$ cat config.mk
export PLATFORM = sky130hd
export DESIGN_NAME = systolic_sequencer
export DESIGN_NICKNAME = d
export VERILOG_FILES = /design/src/rtl/systolic_pkg.sv /design/src/rtl/skew_lane.sv /design/src/rtl/systolic_sequencer.sv
export SDC_FILE = /design/constraint.sdc
export NUM_CORES = 1
export LEC_CHECK = 0
export BUFFER_PORTS_ARGS = -buffer_cell sky130_fd_sc_hd__buf_2
export CAP_MARGIN = 25
export CORE_AREA = 3 3 222 224
export CTS_CLUSTER_DIAMETER = 150
export DETAILED_ROUTE_END_ITERATION = 8
export DIE_AREA = 0 0 225 227
export GPL_ROUTABILITY_DRIVEN = 0
export MAX_ROUTING_LAYER = met4
export PLACE_DENSITY = 0.65
export RECOVER_POWER = 50
export SKIP_LAST_GASP = 1
export SYNTH_ARGS = -nofsm -noshare
export SYNTH_HDL_FRONTEND = slang
export SYNTH_SLANG_ARGS = --single-unit
export TNS_END_PERCENT = 30
$ cat constraint.sdc
create_clock -name clock -period 8.75 [get_ports clock]
set_input_delay 1.75 -clock clock [delete_from_list [all_inputs] [get_ports clock]]
set_output_delay 1.75 -clock clock [all_outputs]
set_load 0.01 [all_outputs]
$ cat src/rtl/systolic_pkg.sv
// systolic_pkg: shared constants and types for the systolic array sequencer
package systolic_pkg;
  localparam int N = 4;
  localparam int W = 8;
  localparam int FEED_CYCLES = 2 * N - 1;
  localparam int DRAIN_CYCLES = N - 1;
  localparam int STEP_W = $clog2(3 * N - 2);
  typedef enum logic [2:0] {IDLE, CLEAR, FEED, DRAIN, CAPTURE, DONE} seq_state_t;
  typedef logic [N*N*W-1:0] mat_t;
endpackage

$ cat src/rtl/skew_lane.sv
// skew_lane: selects element t-idx of an operand vector while feeding, else 0
module skew_lane #(
  parameter int N = 4,
  parameter int W = 8,
  parameter int SW = 4
) (
  input  logic [N*W-1:0] vec,
  input  logic [SW-1:0]  idx,
  input  logic [SW-1:0]  t,
  input  logic           en,
  output logic [W-1:0]   elem
);
  localparam int IW = $clog2(N);
  logic [SW:0] d;
  // lane delay by idx; negative or past-end offsets feed zero
  always_comb begin
    d = {1'b0, t} - {1'b0, idx};
    elem = (en && !d[SW] && d < (SW+1)'(N)) ? vec[W*d[IW-1:0] +: W] : '0;
  end
endmodule

$ cat src/rtl/systolic_sequencer.sv
// systolic_sequencer: control FSM and skewed edge feed for an NxN systolic multiply array
module systolic_sequencer #(
  parameter int N = 4,
  parameter int W = 8
) (
  input  logic             clock,
  input  logic             reset,
  input  logic             start,
  input  logic [N*N*W-1:0] matrix_a,
  input  logic [N*N*W-1:0] matrix_b,
  output logic [N*W-1:0]   a_edge,
  output logic [N*W-1:0]   b_edge,
  output logic             elem_clear,
  input  logic [N*N*W-1:0] array_c,
  output logic [N*N*W-1:0] result,
  output logic             busy,
  output logic             complete
);
  import systolic_pkg::*;
  localparam int SW = $clog2(3 * N - 2);
  localparam logic [SW-1:0] FEED_LAST = SW'(2 * N - 2);
  localparam logic [SW-1:0] DRAIN_LAST = SW'(3 * N - 3);
  seq_state_t state;
  logic [SW-1:0] t;
  logic [N*N*W-1:0] a_reg, b_reg;
  logic feed;
  assign feed = state == FEED;
  for (genvar i = 0; i < N; i++) begin : g_lane
    logic [N*W-1:0] col;
    for (genvar k = 0; k < N; k++) begin : g_col
      assign col[k*W +: W] = b_reg[(k*N+i)*W +: W];
    end
    skew_lane #(.N(N), .W(W), .SW(SW)) u_a (
      .vec(a_reg[i*N*W +: N*W]), .idx(SW'(i)), .t(t), .en(feed), .elem(a_edge[i*W +: W])
    );
    skew_lane #(.N(N), .W(W), .SW(SW)) u_b (
      .vec(col), .idx(SW'(i)), .t(t), .en(feed), .elem(b_edge[i*W +: W])
    );
  end
  // run sequencing with outputs registered alongside the state they belong to
  always_ff @(posedge clock) begin
    if (reset) begin
      state <= IDLE;
      t <= '0;
      a_reg <= '0;
      b_reg <= '0;
      result <= '0;
      elem_clear <= 1'b0;
      busy <= 1'b0;
      complete <= 1'b0;
    end else begin
      case (state)
        IDLE, DONE: if (start) begin
          state <= CLEAR;
          t <= '0;
          a_reg <= matrix_a;
          b_reg <= matrix_b;
          elem_clear <= 1'b1;
          busy <= 1'b1;
          complete <= 1'b0;
        end
        CLEAR: begin
          state <= FEED;
          t <= '0;
          elem_clear <= 1'b0;
        end
        FEED: begin
          t <= t + 1'b1;
          if (t == FEED_LAST) state <= DRAIN;
        end
        DRAIN: begin
          t <= t + 1'b1;
          if (t == DRAIN_LAST) state <= CAPTURE;
        end
        CAPTURE: begin
          state <= DONE;
          result <= array_c;
          busy <= 1'b0;
          complete <= 1'b1;
        end
        default: state <= IDLE;
      endcase
    end
  end
endmodule
==> results.md, run 1 <==
- Outcome: finished, violations left
- Violated checks: capacitance limit, slew limit
- Clk buf depth: 3
- Synth Cell Area: approximately 16000 sq um
- WP data required: approximately 9.2 ns
- Setup Buffers After CTS: 0
- Max_slew headroom: -220%
- Die Footprint: 51100 sq um
- Final core utilization: 42.6%
- DIE WIDTH: around 230 um
- Yosys cell types: 38
- CP Launch Type: flip-flop
- Syn Nets: approximately 2.3k
- Maximum vdd drop: approximately 0.20 mV
- Yosys warns: 0
- Largest net degree at the start of global routing: 253
- Final slew viol count: roughly 370
- Number of global-route vias before repair: roughly 14k
- Area Overhead vs Synth: 27.2%
- Simple logic cell fraction of the synthesized area: 21.8%
- Setup TNS: 0 ns
- Detail Placement HPWL: ~38 mm
- Final Critical Period: roughly 6.4 ns
- Design Power: roughly 5500 uW
- Post-synth EDFFs: 0
- Synth Area in XOR/XNOR: less than 1%
- CTS sink cnt: a little under 400
- Asr flop ratio synth: 0%
- Post-cts resize count: 0
- Most frequent cells in the layout: nand2_1 (773), buf_2 (449), dfxtp_1 (392)
- Gr ovfl total: 0
- Synth Area in Compound Gates: between 10% and 20%
- CP arrival: around 6.9 ns
- Initial antenna violation count: 24
- DIE HEIGHT: 227 um
- WL/cell: around 17 um
- H-tree Lvls: 2
- Post-Synth Adder-Cell Area: less than 1%
- Share of post-route cells with drive strength above 1: between 20 and 30%
- DRT iter0 DRCs: approximately 850
- Post-Syn Area per Cell: about 8.4 sq um
- Ports: approximately 580
- Most common cell after layout, fill and taps aside: nand2_1
- Worst hold margin: ~0.45 ns
- Vias/cell: 4.85
- Crit end category: flip-flop
- Setup violators final: 0
- Initial Util: 33.5%
- Drt first pass iters: 6
- Post-synthesis sequential area ratio: roughly half
- Global-route wire length before repair: slightly below 80 mm
- Buffers on Ports: 581
- Mux share of post-synthesis cell area: 9.18%
- Worst-margin pin slew: between 4 and 5 ns
- Pwr dens: roughly 270 nW/um^2
- Crit Path Category: flip-flop to flip-flop
- Synth Flop Type: dfxtp_1
- Antenna-violating nets left: 0
- Endpoints failing hold: 0
- Post-Syn Instances: 1900
- Tcrit/Tclk final: 73.3%
- CTS tree: done
- Std-Cell Rows: 80
- Leak pwr: 0.00799 uW
- CTS clk-pin slew, worst paths: approximately 0.060 ns
- TritonCTS buffer count: 43
- Max Fclk: 156 MHz
- Vias: between 10k and 15k
- WL final: ~53 mm
- Clock skew: roughly 0.022 ns
- CP max FO: 96
- Hold WC Path Type: flip-flop to flip-flop
- CTS Hold Bufs: 0
- Largest family of logic cells by synthesized area: simple AND/OR/NAND/NOR gates
- Nets: between 2k and 3k
- MaxCap Viol Count: 3
- Clk Latency, worst-skew pair: around 0.56 ns
- CTS root buf: clkbuf_16
- Seq cells post-synth: about 390
- # DRC: 0
- Filler Cell Count: between 4k and 5k
- Core box area: 47500 sq um
- Total GRT Usage: roughly a fifth
- RSZ-0062 raised after global routing: false
-- final timing paths --
check	slack (ns)	start	depth (start not counted)	endpoint
setup / recovery	2.34	state[2]	5	result[100]
hold / removal	0.45	result[0]	2	result[0]
setup reg to reg	2.34	state[2]	5	result[100]
hold reg to reg	0.45	result[0]	2	result[0]
-- where the power goes --
part           internal (uW)  switching (uW)
logic                    570             845
registers               2080             190
clock network           1100             745
total                   3750            1780
-- synthesized netlist by cell type, types with 4 or more instances --
master / count / area [sq um]
a21oi_1: 390 / 1950
and2b_1: 12 / 90.1
and3_1: 13 / 81.3
buf_2: 57 / 285
buf_4: 17 / 128
buf_6: 18 / 203
clkbuf_1: 63 / 236
dfxtp_1: 394 / 7890
ha_1: 8 / 100
inv_1: 5 / 18.8
mux4_2: 60 / 1350
mux4_4: 4 / 100
nand2_1: 773 / 2900
nand2b_1: 6 / 37.5
nor2_1: 6 / 22.5
nor2b_1: 39 / 244
xnor2_1: 4 / 35.0
-- worst max-delay path: stages (launching register included) --
cell and delay, ns:
dfxtp_1 0.57, nand2b_1 0.17, nor2_1 1.98, clkbuf_1 2.91, nand2_1 0.34, a21oi_1 0.27
-- metrics by stage --
stage / instances / cell area (sq um) / setup slack [ns]
6_report: 3055 / 20200 / 2.34
5_1_grt: 3050 / 20200 / 1.47
4_1_cts: 3025 / 20300 / 3.08
3_5_place_dp: 2949 / 18900 / 3.72
3_3_place_gp: 2949 / 18900 / 3.81
2_1_floorplan: 1900 / 15900 / 4.62
-- kinds of logic (layout without fill, tap and decap cells) --
logic type      count (synthesis)  count (layout)
simple gates                  861             861
xor+xnor                        7               7
flops                         394             394
fa+ha+maj                       8               8
compound gates                404             404
other cells                     0              28
mux                            65              65
buf+inv                       161             673
-- cell type report --
class	instances	area (sq um)	area share (%)
antenna	28	70.1	0.346
clock buffer	59	1230	6.06
clock inverter	17	205	1.01
inverter	5	18.8	0.0927
multi-input combinational	1345	7180	35.5
sequential	394	7890	39.0
tap	615	769	3.80
timing repair buffer	592	2880	14.2
-- routing by layer --
layer	vias up	GRT usage (%)	wire length [um]
met4	0	6.89	1480
met1	6946	23.2	21300
met3	93	6.56	4590
met2	517	32.6	25800
met5	-	-	0
li1	7265	-	-
(Power assumes the default switching activity.)
==> run 2: changes to the inputs <==
--- a/config.mk
+++ b/config.mk
@@ -13,7 +13,7 @@
 export DIE_AREA = 0 0 225 227
 export GPL_ROUTABILITY_DRIVEN = 0
 export MAX_ROUTING_LAYER = met4
-export PLACE_DENSITY = 0.65
+export PLACE_DENSITY = 0.67
 export RECOVER_POWER = 50
 export SKIP_LAST_GASP = 1
 export SYNTH_ARGS = -nofsm -noshare
==> constraint.sdc (replaced) <==
create_clock -name clock -period 5.5 [get_ports clock]
set_input_delay 1.1 -clock clock [delete_from_list [all_inputs] [get_ports clock]]
set_output_delay 1.1 -clock clock [all_outputs]
set_load 0.01 [all_outputs]
==> run 2 against run 1 <==
The run still ends with capacitance limit, slew limit left; routed wire length down 0.32%; global-route usage increased by 0.088 points; clock power is 70% higher; critical path type is now flip-flop to primary output; critical endpoint is now a_edge[15].
==> results.md, run 2 (synthesis results as in run 1) <==
- TritonCTS buffer count: 44
- Area Overhead vs Synth: 28.2%
- RSZ-0062 raised after global routing: false
- Hold path startpoint: result[6]
- Detail Placement HPWL: 37.7 mm
- Clk pwr share: a little over a third
- Placed inst area: approximately 19000 sq um
- Die Footprint: around 51000 sq um
- CP Capture Point: a_edge[15]
- DIE WIDTH: roughly 230 um
- Critical path buffers and inverters: 2
- Number of global-route vias before repair: approximately 15k
- WL final: 53.0 mm
- CTS Hold Bufs: 0
- Initial Util: 33.5%
- Setup TNS: 0 ns
- Most common cell after layout, fill and taps aside: nand2_1
- Clock skew: roughly 0.028 ns
- Design Area, Final: about 20000 sq um
- Critical-path cell list: inv_1 -> nor3_4 -> nand3_1 -> and2b_1 -> buf_2
- Nets: ~2.8k
- Outcome: finished, violations left
- Max_slew headroom: -128%
- Pwr dens: 439 nW/um^2
- CTS sink cnt: 394
- Endpoints failing hold: 0
- Clk Latency, worst-skew pair: between 0.5 and 0.6 ns
- CP max FO: 19
- Crit. path cell count: 5
- Maximum vdd drop: roughly 0.29 mV
- Max stage delay on crit path: about 0.9 ns
- Switching pwr: 2830 uW
- # DRC: 0
- Tcrit/Tclk final: ~84%
- WL/cell: 17.4 um
- Crit Path Category: flip-flop to primary output
- Post-cts resize count: 0
- FF-to-FF End: state[2]
- H-tree Lvls: 2
- Max Fclk: approximately 220 MHz
- Crit end category: primary output
- Antenna-violating nets left: 0
- Std-Cell Rows: 80
- Worst-margin pin slew: about 3.4 ns
- Global-route wire length before repair: slightly below 80 mm
- Hold WC Path Type: flip-flop to flip-flop
- Core box area: about 48000 sq um
- Initial antenna violation count: 18
- CP arrival: around 3.5 ns
- Cells on worst reg2reg path: 6
- CP max-delay cell: nand3_1
- Largest net degree at the start of global routing: between 150 and 200
- Vias: around 15k
- Total GRT Usage: 20.0%
- Worst r2r src: t[0]
- Drt first pass iters: 6
- DIE HEIGHT: between 200 and 250 um
- CP Launch Type: flip-flop
- Gr ovfl total: 0
- CTS clk-pin slew, worst paths: 0.06 ns
- CP startpoint: state[1]
- Leak pwr: between 0.008 and 0.009 uW
- Sw Ratio: about a third
- Internal: about 6000 uW
- CTS tree: done
- Final Critical Period: 4.60 ns
- Setup Buffers After CTS: 0
- Buffers on Ports: 581
- Logic pwr share: about a quarter
- Final slew viol count: about 160
- Worst path top cell family by delay: simple AND/OR/NAND/NOR gates
- WP data required: ~4.4 ns
- Ports: 582
- CTS root buf: clkbuf_16
- Most frequent cells in the layout: nand2_1 (773), buf_2 (449), dfxtp_1 (392)
- Vias/cell: 4.87
- Share of post-route cells with drive strength above 1: around a quarter
- Flop pwr share: around 40%
- Violated checks: capacitance limit, slew limit
- DRT iter0 DRCs: between 800 and 900
- MaxCap Viol Count: 1
- Setup violators final: 0
- Worst R2R Setup Slack: between 2 and 3 ns
- Clk buf depth: 3
==> run 2: per-layer routing <==
metal	GRT usage [%]	routed length, um	vias to the layer above
met5	-	0	-
met4	9.00	2140	0
met3	5.31	4040	115
met2	33.4	26000	500
met1	22.7	20800	7009
li1	-	-	7264
==> run 2: worst min-delay path by stage <==
stage	endpoint	slack, ns	cells after the start
6_report	result[6]	0.45	2
4_1_cts	result[79]	0.45	2
5_1_grt	b_reg[44]	0.47	2
3_3_place_gp	result[52]	0.44	2
2_1_floorplan	a_reg[76]	0.43	2
3_5_place_dp	result[79]	0.44	2
==> run 2: final cells by class <==
type | count | area [sq um]
diodes | 18 | 45.0
clock buffers | 66 | 1320
clock inverters | 15 | 240
fillers | 4826 | 27100
inverters | 5 | 18.8
multi-input cells | 1345 | 7190
flip-flops and latches | 394 | 7890
well taps | 615 | 769
repair buffers | 596 | 2930
==> run 2: tightest hold or removal path: stages, from the launching register on <==
cell     delay [ns]
dfxtp_1        0.30
nand2_1        0.05
a21oi_1        0.05
==> run 2: power groups by stage <==
stage | Sequential [uW] | Clock [uW] | Combinational [uW]
after global placement | 3650 | 0 | 2210
final | 3610 | 3120 | 2230
after detailed placement | 3660 | 0 | 2270
after global routing | 3660 | 3290 | 2500
after floorplan | 3540 | 0 | 1820
after CTS | 3610 | 3200 | 2280
==> run 2: per-stage QoR <==
step                      worst slack (ns)  hold WS, ns  instances  utilization, %  total power [uW]
after detailed placement              1.28        0.443       2954            39.9              5930
final                                0.902        0.452       3054            42.9              8950
after global routing                 0.572        0.465       3053            42.9              9450
after global placement                1.40        0.439       2953            39.8              5860
after CTS                            0.632        0.451       3035            43.2              9080
after floorplan                       2.02        0.433       1900               -              5360
